File: config.mk
export PLATFORM = sky130hd
export DESIGN_NAME = mem_arbiter
export DESIGN_NICKNAME = d
export VERILOG_FILES = /design/src/rtl/mem_arbiter_pkg.sv /design/src/rtl/mem_arbiter_watchdog.sv /design/src/rtl/mem_arbiter.sv
export SDC_FILE = /design/constraint.sdc
export NUM_CORES = 1
export LEC_CHECK = 0
export BUFFER_PORTS_ARGS = -buffer_cell sky130_fd_sc_hd__buf_4
export CAP_MARGIN = 20
export CORE_AREA = 2 2 121 123
export CTS_CLUSTER_DIAMETER = 30
export DETAILED_ROUTE_END_ITERATION = 8
export DIE_AREA = 0 0 123 125
export GPL_ROUTABILITY_DRIVEN = 0
export HOLD_SLACK_MARGIN = 0.02
export REMOVE_ABC_BUFFERS = 1
export SLEW_MARGIN = 20
export SYNTH_ARGS = -nofsm -noshare
export SYNTH_HDL_FRONTEND = slang
export SYNTH_SLANG_ARGS = --single-unit
File: constraint.sdc
create_clock -name clk -period 3.35 [get_ports clk]
set_input_delay 0.1675 -clock clk [delete_from_list [all_inputs] [get_ports clk]]
set_output_delay 0.1675 -clock clk [all_outputs]
set_load 0.03 [all_outputs]
File: src/rtl/mem_arbiter_pkg.sv
`default_nettype none
// ============================================================================
// Module      : mem_arbiter_pkg
// Description : Shared types for the two-requester memory arbiter: owner
//               identity and FSM state encodings, plus a small mapping helper.
// Revision    : 1.0  initial release
// ============================================================================
package mem_arbiter_pkg;

    // Who currently drives the memory port.
    typedef enum logic [1:0] {
        OWNER_NONE = 2'd0,
        OWNER_CORE = 2'd1,
        OWNER_DBG  = 2'd2
    } owner_t;

    // Arbiter FSM: idle (arbitrating) or locked to one requester.
    typedef enum logic [1:0] {
        IDLE     = 2'd0,
        OWN_CORE = 2'd1,
        OWN_DBG  = 2'd2
    } state_t;

    // Lock state entered when a given owner is granted a multi-cycle transfer.
    function automatic state_t own_state(input owner_t owner);
        state_t st;
        case (owner)
            OWNER_CORE: st = OWN_CORE;
            OWNER_DBG:  st = OWN_DBG;
            default:    st = IDLE;
        endcase
        return st;
    endfunction

endpackage : mem_arbiter_pkg
`default_nettype wire

File: src/rtl/mem_arbiter_watchdog.sv
`default_nettype none
// ============================================================================
// Module      : mem_arbiter_watchdog
// Description : Transfer watchdog. Counts cycles a granted transfer spends
//               waiting for memory and flags expiry on ownership cycle
//               TIMEOUT. The counter self-clears when it expires.
// Revision    : 1.0  initial release
// ============================================================================
module mem_arbiter_watchdog #(
    parameter int TIMEOUT = 255
) (
    input  logic clk,
    input  logic rst,
    input  logic clear,
    input  logic run,
    output logic expire
);

    localparam int                 c_CNT_W = $clog2(TIMEOUT + 1);
    localparam logic [c_CNT_W-1:0] c_LAST  = c_CNT_W'(TIMEOUT - 1);

    logic [c_CNT_W-1:0] r_count;

    // Expiry fires only while a transfer is still waiting this cycle.
    always_comb begin
        expire = run && (r_count == c_LAST);
    end

    // Cycle counter: restarts on clear or expiry, advances while waiting.
    always_ff @(posedge clk) begin
        if (rst || clear || expire) begin
            r_count <= '0;
        end else if (run) begin
            r_count <= r_count + 1'b1;
        end
    end

endmodule : mem_arbiter_watchdog
`default_nettype wire

File: src/rtl/mem_arbiter.sv
`default_nettype none
// ============================================================================
// Module      : mem_arbiter
// Description : Shares a single memory port between the core control path
//               and the debug system-bus access. Zero-latency forwarding,
//               grant locked for the duration of a transfer, watchdog abort
//               of hung transfers with an error response.
//               Build option: define MEM_ARBITER_RR_EN for round-robin on
//               contention; otherwise debug has fixed priority.
// Revision    : 1.0  initial release
// ============================================================================
module mem_arbiter #(
    parameter int ADDR_WIDTH = 32,
    parameter int DATA_WIDTH = 32,
    parameter int TIMEOUT    = 255
) (
    input  logic                    clk,
    input  logic                    rst,

    input  logic [ADDR_WIDTH-1:0]   core_addr,
    input  logic [DATA_WIDTH-1:0]   core_wdata,
    input  logic [DATA_WIDTH/8-1:0] core_be,
    input  logic                    core_read,
    input  logic                    core_write,
    output logic [DATA_WIDTH-1:0]   core_rdata,
    output logic                    core_complete,
    output logic                    core_error,

    input  logic [ADDR_WIDTH-1:0]   dbg_addr,
    input  logic [DATA_WIDTH-1:0]   dbg_wdata,
    input  logic [DATA_WIDTH/8-1:0] dbg_be,
    input  logic                    dbg_read,
    input  logic                    dbg_write,
    output logic [DATA_WIDTH-1:0]   dbg_rdata,
    output logic                    dbg_complete,
    output logic                    dbg_error,

    output logic [ADDR_WIDTH-1:0]   mem_addr,
    output logic [DATA_WIDTH-1:0]   mem_wdata,
    output logic [DATA_WIDTH/8-1:0] mem_be,
    output logic                    mem_read,
    output logic                    mem_write,
    input  logic [DATA_WIDTH-1:0]   mem_rdata,
    input  logic                    mem_complete
);

    import mem_arbiter_pkg::*;

    state_t r_state;
    state_t w_state_next;
    owner_t w_winner;
    owner_t w_owner;

    logic w_core_req;
    logic w_dbg_req;
    logic w_owner_req;
    logic w_wd_clear;
    logic w_wd_run;
    logic w_expire;
    logic w_done;

`ifdef MEM_ARBITER_RR_EN
    owner_t r_last_owner;
`endif

    // Request levels; a write with read also high still counts as one request.
    always_comb begin
        w_core_req = core_read | core_write;
        w_dbg_req  = dbg_read  | dbg_write;
    end

    // Combinational arbitration used while idle.
    always_comb begin
        w_winner = OWNER_NONE;
        if (w_core_req && w_dbg_req) begin
`ifdef MEM_ARBITER_RR_EN
            w_winner = (r_last_owner == OWNER_CORE) ? OWNER_DBG : OWNER_CORE;
`else
            w_winner = OWNER_DBG;
`endif
        end else if (w_core_req) begin
            w_winner = OWNER_CORE;
        end else if (w_dbg_req) begin
            w_winner = OWNER_DBG;
        end
    end

    // Current owner: arbitration result when idle, locked owner otherwise.
    always_comb begin
        case (r_state)
            IDLE:     w_owner = w_winner;
            OWN_CORE: w_owner = OWNER_CORE;
            OWN_DBG:  w_owner = OWNER_DBG;
            default:  w_owner = OWNER_NONE;
        endcase
    end

    // Transfer status: owner still requesting, watchdog control, completion.
    always_comb begin
        w_owner_req = ((w_owner == OWNER_CORE) && w_core_req) ||
                      ((w_owner == OWNER_DBG)  && w_dbg_req);
        w_wd_run    = w_owner_req && !mem_complete;
        w_wd_clear  = !w_owner_req || mem_complete;
        w_done      = w_owner_req && (mem_complete || w_expire);
    end

    mem_arbiter_watchdog #(
        .TIMEOUT (TIMEOUT)
    ) u_watchdog (
        .clk    (clk),
        .rst    (rst),
        .clear  (w_wd_clear),
        .run    (w_wd_run),
        .expire (w_expire)
    );

    // Request/response mux; everything held at zero while in reset.
    always_comb begin
        mem_addr      = '0;
        mem_wdata     = '0;
        mem_be        = '0;
        mem_read      = 1'b0;
        mem_write     = 1'b0;
        core_rdata    = '0;
        core_complete = 1'b0;
        core_error    = 1'b0;
        dbg_rdata     = '0;
        dbg_complete  = 1'b0;
        dbg_error     = 1'b0;
        if (!rst) begin
            case (w_owner)
                OWNER_CORE: begin
                    mem_addr      = core_addr;
                    mem_wdata     = core_wdata;
                    mem_be        = core_be;
                    mem_read      = core_read && !core_write && !w_expire;
                    mem_write     = core_write && !w_expire;
                    core_rdata    = w_expire ? '0 : mem_rdata;
                    core_complete = w_done;
                    core_error    = w_expire;
                end
                OWNER_DBG: begin
                    mem_addr      = dbg_addr;
                    mem_wdata     = dbg_wdata;
                    mem_be        = dbg_be;
                    mem_read      = dbg_read && !dbg_write && !w_expire;
                    mem_write     = dbg_write && !w_expire;
                    dbg_rdata     = w_expire ? '0 : mem_rdata;
                    dbg_complete  = w_done;
                    dbg_error     = w_expire;
                end
                default: begin
                end
            endcase
        end
    end

    // Next state: lock on an unfinished grant, release on done or abort.
    always_comb begin
        w_state_next = r_state;
        case (r_state)
            IDLE: begin
                if ((w_winner != OWNER_NONE) && !w_done) begin
                    w_state_next = own_state(w_winner);
                end
            end
            OWN_CORE, OWN_DBG: begin
                if (!w_owner_req || w_done) begin
                    w_state_next = IDLE;
                end
            end
            default: w_state_next = IDLE;
        endcase
    end

    // State register.
    always_ff @(posedge clk) begin
        if (rst) begin
            r_state <= IDLE;
        end else begin
            r_state <= w_state_next;
        end
    end

`ifdef MEM_ARBITER_RR_EN
    // Remember who finished last so contention alternates.
    always_ff @(posedge clk) begin
        if (rst) begin
            r_last_owner <= OWNER_CORE;
        end else if (w_done) begin
            r_last_owner <= w_owner;
        end
    end
`endif

endmodule : mem_arbiter
`default_nettype wire

==> results.yml <==
worst_setup_path:
  endpoint_kind: "output pin"
  start_kind: "flop"
  critPathMaxStageDelay_ns: 0.61
  critPathTopFamily: "simple AND/OR/NAND/NOR gates"
  slowest_stage: "or2_2"
  r2r-start: "r_state[0]"
  crit_type: "reg2out"
  timing.rr.end: "u_watchdog.r_count[5]"
  crit_cells: 10
  path_cells: "inv_1, ha_1, o21ai_0, nor2_1, a21oi_1, ha_2, or2_2, buf_4, nor2_1, buf_4"
  startpoint: "r_state[0]"
  worstPathArrival_ns: 2.81
  worst-path-max-fanout: 44
  r2r_cells: 11
  reg2reg_setup_slack_ns: 0.79
  cp_num_buf_inv: 3
  required_ns: 3.18
logic_synthesis:
  netlist_area_um2: 1978
  yosys_warnings: 0
  ys_seq_area_share_pct: 10.12
  yosysTopAreaCellShare_pct: 25.81
  avgSynthCellArea_um2: 6.221
  yosys.area.top_type: "a22oi_1"
  synth_cells: 318
  synth_seq_cells: 10
  synth_cell_types: 37
  ys_top_cells_by_area: "a22oi_1 26%, and2_1 20%, nor2_1 17%"
min_path:
  min_path_cells: 2
  hold_class: "in2reg"
  holdPathEnd: "r_state[0]"
  hold_path_startpoint: "rst"
cts:
  clk_latency_ns: 0.23
  ctsHoldBuffers: 0
  cts-htree-levels: 1
  clkSinkCount: 10
  cts_buffers: 3
  clockRootBuffer: "clkbuf_16"
  tritoncts: "done"
  clk_pin_slew_ns: 0.04
  cts_buffer_depth: 2
  postCtsSetupBuffers: 0
global_route:
  antenna_found_initial: 0
  overflow: 0
  grt_start_max_net_pins: 72
  grt_use_total_pct: 12.85
  grt_pass1_wl_um: 16060
  grt_pass1_vias: 2950
sta:
  hold_viol_final: 0
  finalWorstSetupSlack_ns: 0.3752
  fin_skew_ns: 0.003509
  timing.final.crit_period_ns: 2.975
  fmax_ghz: 0.3362
  tightestPinTransition_ns: 0.9045
  period_share_pct: 88.80
  rsz0062_at_grt: "no"
  timing.slew.headroom_pct: 39.70
  finalSetupViolCount: 0
  slew_viol_final: 0
drt:
  ant_nets: 0
  finalWirelength_um: 10950
  wl_per_cell_um: 13.83
  drc: 0
  vias: 3315
  dr.pass1.iters: 4
  drt_iter0_markers: 237
  via_per_inst: 4.186
power_and_ir_drop:
  p_total_mw: 1.943
  irDropWorstVdd_uv: 281.1
  leakage_nw: 2.314
  cellPowerDensity_nw_per_um2: 425.9
floorplan:
  start_util_pct: 13.93
  io_pins: 313
  die_w_um: 123
  dieHeight_um: 125
  std_cell_rows: 44
  dieArea_um2: 15380
  core_area_um2: 14200
placed_design:
  place_area_um2: 4479
  pre_cts_slack_ns: 0.4174
  hpwl_um: 8858
  portBuffers: 312
cells_and_area:
  layout_commonest_cell: "buf_4"
  diodes: 0
  final_area_um2: 4562
  syn2layout_area_growth_pct: 130.6
  final_cell_mix: "319 x buf_4, 88 x nor2_1, 68 x a22oi_1, 64 x and2_1, 10 x dfxtp_1"
  n_fill_cell: 1577
  nets: 790
  drive_above_1_share_pct: 54.44
job:
  maxCapViolCount: 0
run_status:
  status: "finished, final reports clean"
==> sequential cells by signal, indices dropped and copies added (netlist names) <==
| name | count |
|---|---|
| u_watchdog.r_count | 8 |
| r_state | 2 |
==> metal layers <==
layer,track usage (%),share of wire [%],up-vias
li1,-,-,1678
met1,17.03,41,1508
met2,22.42,51,116
met3,1.460,7.0,13
met4,2.340,1.2,0
met5,0,0,-
==> cells in the mapped netlist <==
library cell and number:
nor2_1 88, a22oi_1 68, and2_1 64, clkbuf_1 27, dfxtp_1 10, inv_1 7, ha_1 5, nand2_1 5
xor2_1 4, a21oi_2 3, buf_1 3, nand2b_1 3, o21ai_0 3, a21o_1 2, nand3_1 2, nand4_1 2
xnor2_1 2, a211oi_1 1, a21oi_1 1, a31oi_1 1, and3_1 1, and3_2 1, and4_1 1, and4_4 1
buf_2 1, buf_6 1, mux2i_1 1, nand3b_1 1, nor3b_1 1, o211a_1 1, o21ai_1 1, o31ai_1 1
o31ai_4 1, o32ai_1 1, or2_2 1, or3_1 1, or4_1 1
==> kinds of logic (layout without fill, tap and decap cells) <==
family / count (synthesis) / after routing / synth area share, %
adder cells (fa/ha/maj): 5 / 5 / 3.163
AO/OA/AOI/OAI: 84 / 84 / 32.26
buffers and inverters: 39 / 329 / 7.843
flip-flops: 10 / 10 / 10.12
XOR/XNOR: 6 / 6 / 2.657
AND/OR/NAND/NOR: 173 / 173 / 43.45
multiplexers: 1 / 1 / 0.5060
==> area by class of cell <==
class                   instances  area (um2)  share of cell area, %
clock buffers                   3       75.07                  1.646
inverters                       7       26.28                 0.5760
multi-input cells             269        1635                  35.85
flip-flops and latches         10       200.2                  4.388
well taps                     184       230.2                  5.047
repair buffers                319        2395                  52.50
==> worst reg2reg max path: stages (launching register included) <==
cell and delay, ns:
dfxtp_1 0.34, inv_1 0.08, ha_1 0.24, o21ai_0 0.12, nor2_1 0.07, a21oi_1 0.17
ha_2 0.27, o21ai_1 0.14, a211oi_1 0.60, and3_1 0.26, xnor2_1 0.11, nor2_1 0.05
==> where the power goes <==
group / total (mW) / leakage, nW / switching (mW) / internal (mW)
Combinational: 1.61 / 2.20 / 0.980 / 0.627
Sequential: 0.130 / 0.0810 / 0.00449 / 0.126
Clock: 0.205 / 0.0370 / 0.0508 / 0.154
==> what timing repair did <==
action	in CTS	in global routing
setup endpoints to repair	0	32
hold endpoints to repair	0	0
gates resized for setup	0	1
==> per-stage QoR <==
| stage | setup TNS [ns] | hold slack, ns | instances | utilization (%) |
|---|---|---|---|---|
| after global routing | 0 | 0.2003 | 792 | 32.12 |
| after floorplan | -36.55 | 0.2706 | 286 | - |
| after CTS | 0 | 0.1746 | 792 | 32.06 |
| after detailed placement | 0 | 0.4239 | 789 | 31.54 |
| after global placement | 0 | 0.4269 | 789 | 31.54 |
| final | 0 | 0.1773 | 792 | 32.12 |
==> how the worst max path moves through the flow <==
stage / slack [ns] / end
after global routing: 0.11 / mem_addr[7]
final: 0.38 / mem_wdata[2]
after floorplan: -0.51 / core_error
after global placement: 0.49 / dbg_rdata[22]
after detailed placement: 0.42 / dbg_rdata[28]
after CTS: 0.16 / dbg_rdata[8]
(Power assumes the default switching activity.)
